$ cat src/rtl/button_pkg.sv
// Shared types for the button press classifier.
// Holds the FSM state enum and the counter width helper.
package button_pkg;

  typedef enum logic [2:0] {
    IDLE,
    PRESS1,
    LONG,
    GAP,
    PRESS2
  } press_state_t;

  // Bits needed to hold the larger of two limits.
  function automatic int cnt_width(input int a, input int b);
    int m;
    m = (a > b) ? a : b;
    return $clog2(m + 1);
  endfunction

endpackage

$ cat src/rtl/sat_counter.sv
// Saturating up-counter with synchronous clear.
// Ports: i_Clk, i_Rst_L (sync, active low), i_Clr, i_Inc, o_Count.
module sat_counter #(
  parameter int WIDTH = 4
) (
  input  logic             i_Clk,
  input  logic             i_Rst_L,
  input  logic             i_Clr,
  input  logic             i_Inc,
  output logic [WIDTH-1:0] o_Count
);

  logic [WIDTH-1:0] r_Count;
  logic [WIDTH-1:0] w_Base;

  // Clear and increment together load 1.
  always_comb begin
    w_Base = i_Clr ? '0 : r_Count;
  end

  always_ff @(posedge i_Clk) begin
    if (!i_Rst_L)
      r_Count <= '0;
    else if (i_Inc && (w_Base != '1))
      r_Count <= w_Base + WIDTH'(1'b1);
    else
      r_Count <= w_Base;
  end

  assign o_Count = r_Count;

endmodule

$ cat src/rtl/button_press_classifier.sv
// Classifies a debounced button into short/long/double press pulses.
// Ports: i_Clk, i_Rst_L, i_Debounced -> o_Short_Press, o_Long_Press,
//        o_Double_Press (1-cycle pulses), o_Held (long press level).
module button_press_classifier
  import button_pkg::*;
#(
  parameter int LONG_LIMIT       = 250000,
  parameter int DOUBLE_GAP_LIMIT = 100000
) (
  input  logic i_Clk,
  input  logic i_Rst_L,
  input  logic i_Debounced,
  output logic o_Short_Press,
  output logic o_Long_Press,
  output logic o_Double_Press,
  output logic o_Held
);

  localparam int CW = cnt_width(LONG_LIMIT, DOUBLE_GAP_LIMIT);

  press_state_t r_State;
  press_state_t w_Next;
  logic [CW-1:0] w_Cnt;
  logic r_Prev;
  logic r_Short, r_Long, r_Double, r_Held;
  logic w_Short, w_Long, w_Double;
  logic w_Clr, w_Inc;
  logic w_Rise, w_Long_Hit, w_Gap_Hit;

  sat_counter #(.WIDTH(CW)) u_cnt (
    .i_Clk   (i_Clk),
    .i_Rst_L (i_Rst_L),
    .i_Clr   (w_Clr),
    .i_Inc   (w_Inc),
    .o_Count (w_Cnt)
  );

  // Decisions fire on the sample that would make the count hit the limit.
  assign w_Rise     = i_Debounced && !r_Prev;
  assign w_Long_Hit = (w_Cnt == CW'(LONG_LIMIT - 1));
  assign w_Gap_Hit  = (w_Cnt == CW'(DOUBLE_GAP_LIMIT - 1));

  always_comb begin
    w_Next   = r_State;
    w_Short  = 1'b0;
    w_Long   = 1'b0;
    w_Double = 1'b0;
    w_Clr    = 1'b0;
    w_Inc    = 1'b0;
    case (r_State)
      IDLE: begin
        w_Clr = 1'b1;
        if (w_Rise) begin
          w_Next = PRESS1;
          w_Inc  = 1'b1;
        end
      end
      PRESS1, PRESS2: begin
        if (i_Debounced) begin
          if (w_Long_Hit) begin
            w_Next = LONG;
            w_Long = 1'b1;
            w_Clr  = 1'b1;
          end else begin
            w_Inc = 1'b1;
          end
        end else if (r_State == PRESS1) begin
          w_Next = GAP;
          w_Clr  = 1'b1;
          w_Inc  = 1'b1;
        end else begin
          w_Next   = IDLE;
          w_Double = 1'b1;
          w_Clr    = 1'b1;
        end
      end
      LONG: begin
        w_Clr = 1'b1;
        if (!i_Debounced)
          w_Next = IDLE;
      end
      GAP: begin
        if (i_Debounced) begin
          w_Next = PRESS2;
          w_Clr  = 1'b1;
          w_Inc  = 1'b1;
        end else if (w_Gap_Hit) begin
          w_Next  = IDLE;
          w_Short = 1'b1;
          w_Clr   = 1'b1;
        end else begin
          w_Inc = 1'b1;
        end
      end
      default: begin
        w_Next = IDLE;
        w_Clr  = 1'b1;
      end
    endcase
  end

  // r_Prev resets high so a button held through reset is ignored.
  always_ff @(posedge i_Clk) begin
    if (!i_Rst_L) begin
      r_State  <= IDLE;
      r_Prev   <= 1'b1;
      r_Short  <= 1'b0;
      r_Long   <= 1'b0;
      r_Double <= 1'b0;
      r_Held   <= 1'b0;
    end else begin
      r_State  <= w_Next;
      r_Prev   <= i_Debounced;
      r_Short  <= w_Short;
      r_Long   <= w_Long;
      r_Double <= w_Double;
      r_Held   <= (w_Next == LONG);
    end
  end

  assign o_Short_Press  = r_Short;
  assign o_Long_Press   = r_Long;
  assign o_Double_Press = r_Double;
  assign o_Held         = r_Held;

endmodule

$ cat config.mk
export PLATFORM = sky130hd
export DESIGN_NAME = button_press_classifier
export DESIGN_NICKNAME = d
export VERILOG_FILES = /design/src/rtl/button_pkg.sv /design/src/rtl/sat_counter.sv /design/src/rtl/button_press_classifier.sv
export SDC_FILE = /design/constraint.sdc
export NUM_CORES = 1
export LEC_CHECK = 0
export CELL_PAD_IN_SITES_DETAIL_PLACEMENT = 0
export CELL_PAD_IN_SITES_GLOBAL_PLACEMENT = 1
export CORE_MARGIN = 2
export CORE_UTILIZATION = 24
export DETAILED_ROUTE_END_ITERATION = 8
export PLACE_DENSITY = 0.45
export SYNTH_ARGS = -nofsm -noshare
export SYNTH_HDL_FRONTEND = slang
export SYNTH_SLANG_ARGS = --single-unit
$ cat constraint.sdc
create_clock -name i_Clk -period 8.2 [get_ports i_Clk]
set_input_delay 1.23 -clock i_Clk [delete_from_list [all_inputs] [get_ports i_Clk]]
set_output_delay 1.23 -clock i_Clk [all_outputs]
set_load 0.05 [all_outputs]
Word-level counts from Yosys, hierarchy flattened
Index checks and enable logic that the tools add are counted.
{ "op_classes": {"bitwise_logic": 3, "mux": 23, "eq_ne": 8, "addsub": 1, "reduce_logical": 8} }
{ "op_table": {"columns": ["cell", "n"], "rows": [
  ["2-to-1 mux 18 bit", 2],
  ["adder 18 x 1 -> 18 bit, second input constant", 1],
  ["== test 18 x 17 -> 1 bit, second input constant", 1],
  ["== test 18 bit, second input constant", 1],
  ["2-to-1 mux 3 bit", 6],
  ["inequality test 18 bit, second input constant", 1],
  ["one-hot mux 3 bit (4 select lines)", 1],
  ["2-to-1 mux 1 bit", 11],
  ["== test 3 x 2 -> 1 bit, second input constant", 3],
  ["OR reduction 3 bit", 2],
  ["== test 3 x 1 -> 1 bit, second input constant", 1],
  ["== test 3 bit, second input constant", 1],
  ["zero test 3 bit", 1],
  ["inverter 1 bit", 3],
  ["one-hot mux 1 bit (3 select lines)", 1],
  ["AND reduction 3 bit", 1],
  ["logical AND 1 bit", 2],
  ["2-to-1 mux 2 bit", 1],
  ["one-hot mux 1 bit (2 select lines)", 1],
  ["OR reduction 2 bit", 1],
  ["zero test 1 bit", 1]
]} }
{ "totals": {"inputBits": 3, "register_bits": 26, "output_inout_bits": 4} }

Longest topological paths before layout
{ "depth": {"depth_word": 8, "mapped_depth": 14} }

Modules after synthesis
Synthesis repeated with hierarchy kept, for this count alone.
{ "unflattened": {"cells_unflattened": 193, "hier_area_um2": 1580.3} }
{ "modules_own_cells": {"columns": ["mod", "cells_per_inst", "area_per_inst_um2", "seq_area_each_um2", "n_inst"], "rows": [
  ["sat_counter", 126, 1066.0, 360.3, 1],
  ["button_press_classifier", 67, 514.2, 160.2, 1]
]} }

Worst setup path after synthesis
Ideal clock, no wire load.
{ "synth_path": {"path_type": "input-to-reg", "start": "input i_Debounced", "end": "register u_cnt.r_Count[11] (netlist: u_cnt.o_Count[11])", "path_slack_ns": 4.487, "arrival_ns": 3.599, "setup_ns": 0.115, "stages": 14, "path_buffers": 2, "cell_sequence": "buf_4 > nor2b_1 > nand2_1 > a21oi_1 > or3_1 > buf_6 > and2_1 > ha_1 > nand4_1 > nor4_1 > nor3b_1 > nand4_1 > and3_1 > o21a_1"} }
{ "synth_between": {"elab_chain_len": 6, "elab_cells_between_ends": 13} }
{ "synth_lines": {"columns": ["item", "line_no", "text"], "rows": [
  ["start, declared", "button_press_classifier.sv:12", "input logic i_Debounced,"],
  ["branches (longest 5 deep; another with adder 18 x 1 -> 18 bit)", null, null],
  ["2-to-1 mux 18 bit *", "sat_counter.sv:24", "else if (i_Inc && (w_Base != '1))"],
  ["end signal, assigned", "sat_counter.sv:25", "r_Count <= w_Base + WIDTH'(1'b1);"],
  ["end signal, assigned", "sat_counter.sv:27", "r_Count <= w_Base;"],
  ["end, declared", "sat_counter.sv:13", "logic [WIDTH-1:0] r_Count;"]
]} }
Every way passes the cells marked *.
A chain may end at the register's enable or synchronous reset.

Worst setup path after layout
Same ends and word-level chain as after synthesis.

==> results by stage <==
Status:
- The run finished with clean final reports.

Placed design:
- The congestion estimate from routability-driven global placement came to 0.766.
- Port buffering added 6 buffers.
- OpenSTA, run right after detailed placement, puts the worst setup slack at 3440 ps.
- The half-perimeter wire length of the detailed placement result is 2680 µm.
- Once placement completed, the tool counted placed cells totaling 246.

Final layout:
- In the layout the commonest cells are 26 x sky130_fd_sc_hd__dfxtp_1, 19 x sky130_fd_sc_hd__nor2_1, 13 x sky130_fd_sc_hd__nand2_1, 11 x sky130_fd_sc_hd__nand4_1, 10 x sky130_fd_sc_hd__and3_1.
- Of the cells placed in the final design, the portion with a size suffix greater than 1 is 9.20%.
- The share of the core filled with cells in the final layout is 27.4%.
- The synthesis-to-layout area growth is 8.89%.
- The flip-flop and latch area is 520 µm².
- The filler cells instantiated in the layout total 655.
- The net count reported at finish is 180.
- Leaving out fill and tap cells, the most frequent cell in the layout is sky130_fd_sc_hd__dfxtp_1.
- The final instance count without filler cells is 249.
- Summing all multi-input logic gate instances after layout gives 898 µm².
- The diode insertion count for antenna repair is 0.

Clock tree:
- The clock root buffer is sky130_fd_sc_hd__clkbuf_8.
- After clock tree synthesis, the clock-pin slew on the worst setup and hold paths is 90 ps.
- The maximum level of the CTS H-tree is 1.
- For this design, the CTS-stage hold fixing added 0 buffers.
- The maximum clock path buffer count is 2.
- TritonCTS built the clock tree.
- The clock latency of the later-clocked register in the worst-skew pair is 270 ps.
- The post-CTS setup buffer count is 0.
- The number of sinks driven by the clock tree is 26.
- The number of clock buffers inserted by TritonCTS is 3.
- The post-CTS resize count is 0.

Timing:
- The max-slew violation count came to 0.
- Once routing completed, OpenROAD measured the worst setup slack at 3720 ps.
- The normalized max-slew margin is 55.8%.
- Setup repair after global routing left no endpoint under its margin.
- The post-route clock skew is 5.44 ps.
- The summed negative setup slack over all endpoints is 0 ps.
- The final number of setup-violating endpoints is 0.
- The transition at the pin with the smallest max-transition slack is 663 ps.
- The worst hold margin is 491 ps.
- The minimum clock period after layout is 4480 ps.
- The final clock period utilization by the worst path is 54.6%.
- Static timing analysis puts the maximum clock frequency at 0.223 GHz.
- The final number of hold-violating endpoints came to 0.

Setup path:
- For this design, the slowest cell found on the critical path is sky130_fd_sc_hd__clkdlybuf4s50_1.
- STA puts the critical path data required time at 8370 ps.
- The number of cells on the worst reg-to-reg path is 12.
- Data arrives at the worst endpoint at 4650 ps.
- The worst setup path is of the in -> reg kind.
- Walking the worst path, the cells encountered are clkdlybuf4s50_1, nor2b_1, nand2_1, a21oi_1, or3_1, and2_1, ha_1, nand4_1, nor4_1, nor3b_1, nand4_1, and3_1, o21a_1.
- The worst setup path is captured at a flop.
- The largest single stage delay on the critical path is 640 ps.
- The critical path launch point type is an input port.
- The maximum net fanout on the critical path is 12.
- Among the stages of the critical path, the cell type that occurs most often is sky130_fd_sc_hd__nand4_1.

Global routing:
- The first-pass GRT wire length is 6040 µm.
- The all-layer global routing usage is 10.6%.
- The initial antenna violation count is 0.
- Entering global routing, the biggest net connects 14 pins.
- The via count of the first global-routing pass is 1278.
- The total congestion overflow after global routing is 0.

Synth:
- In this run the cell area of the synthesized design comes to 1510 µm².
- Each instance of the synthesized netlist takes up on average 8.71 µm².
- The distinct cell type count after synthesis is 52.
- The number of warnings reported in the yosys synthesis log is 0.
- The cell count after synthesis came out at 173.
- The number of nets handed over by synthesis was 177.
- The share of the yosys chip area belonging to registers is 34.6%.
- Synthesis inferred 26 register bits.

Routing:
- The uppermost metal layer occupied by signal nets is met4.
- The count of nets left with antenna violations once routing finished came out at 0.
- Before antenna repair, the detailed router went through 4 iterations.
- The routed wire length is 3490 µm.
- The mean number of vias per cell is 4.95.
- The number of DRC markers in iteration 0 is 43.
- The routed layout has 1232 vias.
- The routed wirelength normalized by instance count is 14.0 µm.
- In the final routing, the length of wire on met1 measures 1650 µm.
- The routed wire length on met2 is 1690 µm.
- Wire segments on met3 add up to 67 µm in the final route.
- The residual DRC count is 0.

Min path:
- The worst hold path passes through 2 cells.
- In this run the worst hold path is classified as reg -> reg.

Run:
- The total of max-cap violations is 0.

Power:
- The power per cell area is 132 nW/µm².
- The analysis attributes to cell leakage a power of 0.518 nW.
- The highest ir drop seen on vdd is 0.0502 mV.

Floorplan:
- The floorplan core area is 5990 µm².
- The site row count is 28.
- The die covers 6930 µm².
- 7 I/O pins were placed.
- The die width is 83.2 µm.
- The initial standard-cell utilization of the core is 25.1%.
- The die outline height is 83.2 µm.
==> kinds of logic (layout without fill, tap and decap cells) <==
| family | count (synthesis) | after routing | share of synthesized area (%) |
|---|---|---|---|
| compound gates | 31 | 31 | 17.4 |
| mux | 2 | 2 | 1.41 |
| xor+xnor | 12 | 12 | 6.98 |
| buf+inv | 15 | 16 | 5.81 |
| flops | 26 | 26 | 34.6 |
| fa+ha+maj | 1 | 1 | 0.830 |
| simple gates | 86 | 86 | 33.0 |
==> final cells by class <==
| type | count | area share, % |
|---|---|---|
| well taps | 75 | 5.72 |
| multi-input cells | 132 | 54.8 |
| flip-flops and latches | 26 | 31.7 |
| clock buffers | 3 | 2.52 |
| inverters | 7 | 1.60 |
| repair buffers | 6 | 3.66 |
==> registers in the layout, summed over array words and instances, names as in the netlist <==
signal / count
o_Double_Press: 1
o_Held: 1
o_Long_Press: 1
o_Short_Press: 1
r_Prev: 1
r_State: 3
u_cnt.o_Count: 18
==> stage by stage <==
step / total power (W) / cell area [µm²]
6_report: 0.000217 / 1640
5_1_grt: 0.000225 / 1640
4_1_cts: 0.000220 / 1640
3_5_place_dp: 0.000147 / 1600
3_3_place_gp: 0.000147 / 1600
2_1_floorplan: 0.000145 / 1510
==> Yosys cell counts, drive strengths merged <==
master / number / share of area (%)
and2b: 1 / 0.50
nand3: 9 / 3.8
nand4bb: 1 / 0.75
mux2: 1 / 0.75
nor3b: 1 / 0.50
nand2: 14 / 3.7
nor2: 19 / 4.7
nor4b: 2 / 1.6
nor3: 4 / 1.7
o21ai: 3 / 1.0
a311oi: 1 / 1.0
o211ai: 1 / 0.50
buf: 8 / 4.1
o32ai: 1 / 1.1
inv: 7 / 1.7
o31ai: 1 / 0.50
nor4: 2 / 0.83
o21a: 2 / 1.0
xnor2: 5 / 2.9
and4: 1 / 0.58
and4bb: 1 / 0.83
and3: 10 / 4.2
o21ba: 1 / 0.66
a211oi: 3 / 1.5
a21oi: 8 / 2.7
nand4b: 1 / 0.58
and2: 2 / 0.83
a31oi: 3 / 1.7
nand2b: 3 / 1.2
a21boi: 4 / 3.0
nor2b: 2 / 0.83
or3: 1 / 0.42
xor2: 7 / 4.1
mux2i: 1 / 0.66
dfxtp: 26 / 35
ha: 1 / 0.83
nand4: 11 / 4.6
or4b: 1 / 0.91
a211o: 2 / 1.2
o2111ai: 1 / 1.7
==> where the power goes <==
| part | switching, W | internal (W) | total (W) |
|---|---|---|---|
| registers | 0.00000193 | 0.000127 | 0.000129 |
| clock network | 0.0000397 | 0.0000329 | 0.0000727 |
| logic | 0.00000904 | 0.00000592 | 0.0000150 |
==> per-layer routing <==
metal	vias to the layer above	GRT usage, %
met3	9	1.79
met5	-	0
met2	16	18.0
met4	0	4.77
li1	629	-
met1	578	13.0
==> critical path, delay by kind of cell <==
family	cells	cell delay [ps]
adder cells (fa/ha/maj)	1	210
buffers and inverters	1	640
AND/OR/NAND/NOR	9	2340
AO/OA/AOI/OAI	2	210
==> worst paths after layout <==
path | from | endpoint | slack (ps)
hold reg to reg | u_cnt.o_Count[0] | u_cnt.o_Count[0] | 490
hold / removal | u_cnt.o_Count[0] | u_cnt.o_Count[0] | 490
setup reg to reg | u_cnt.o_Count[7] | u_cnt.o_Count[11] | 4450
setup / recovery | i_Debounced | u_cnt.o_Count[11] | 3720
(Power assumes the default switching activity.)
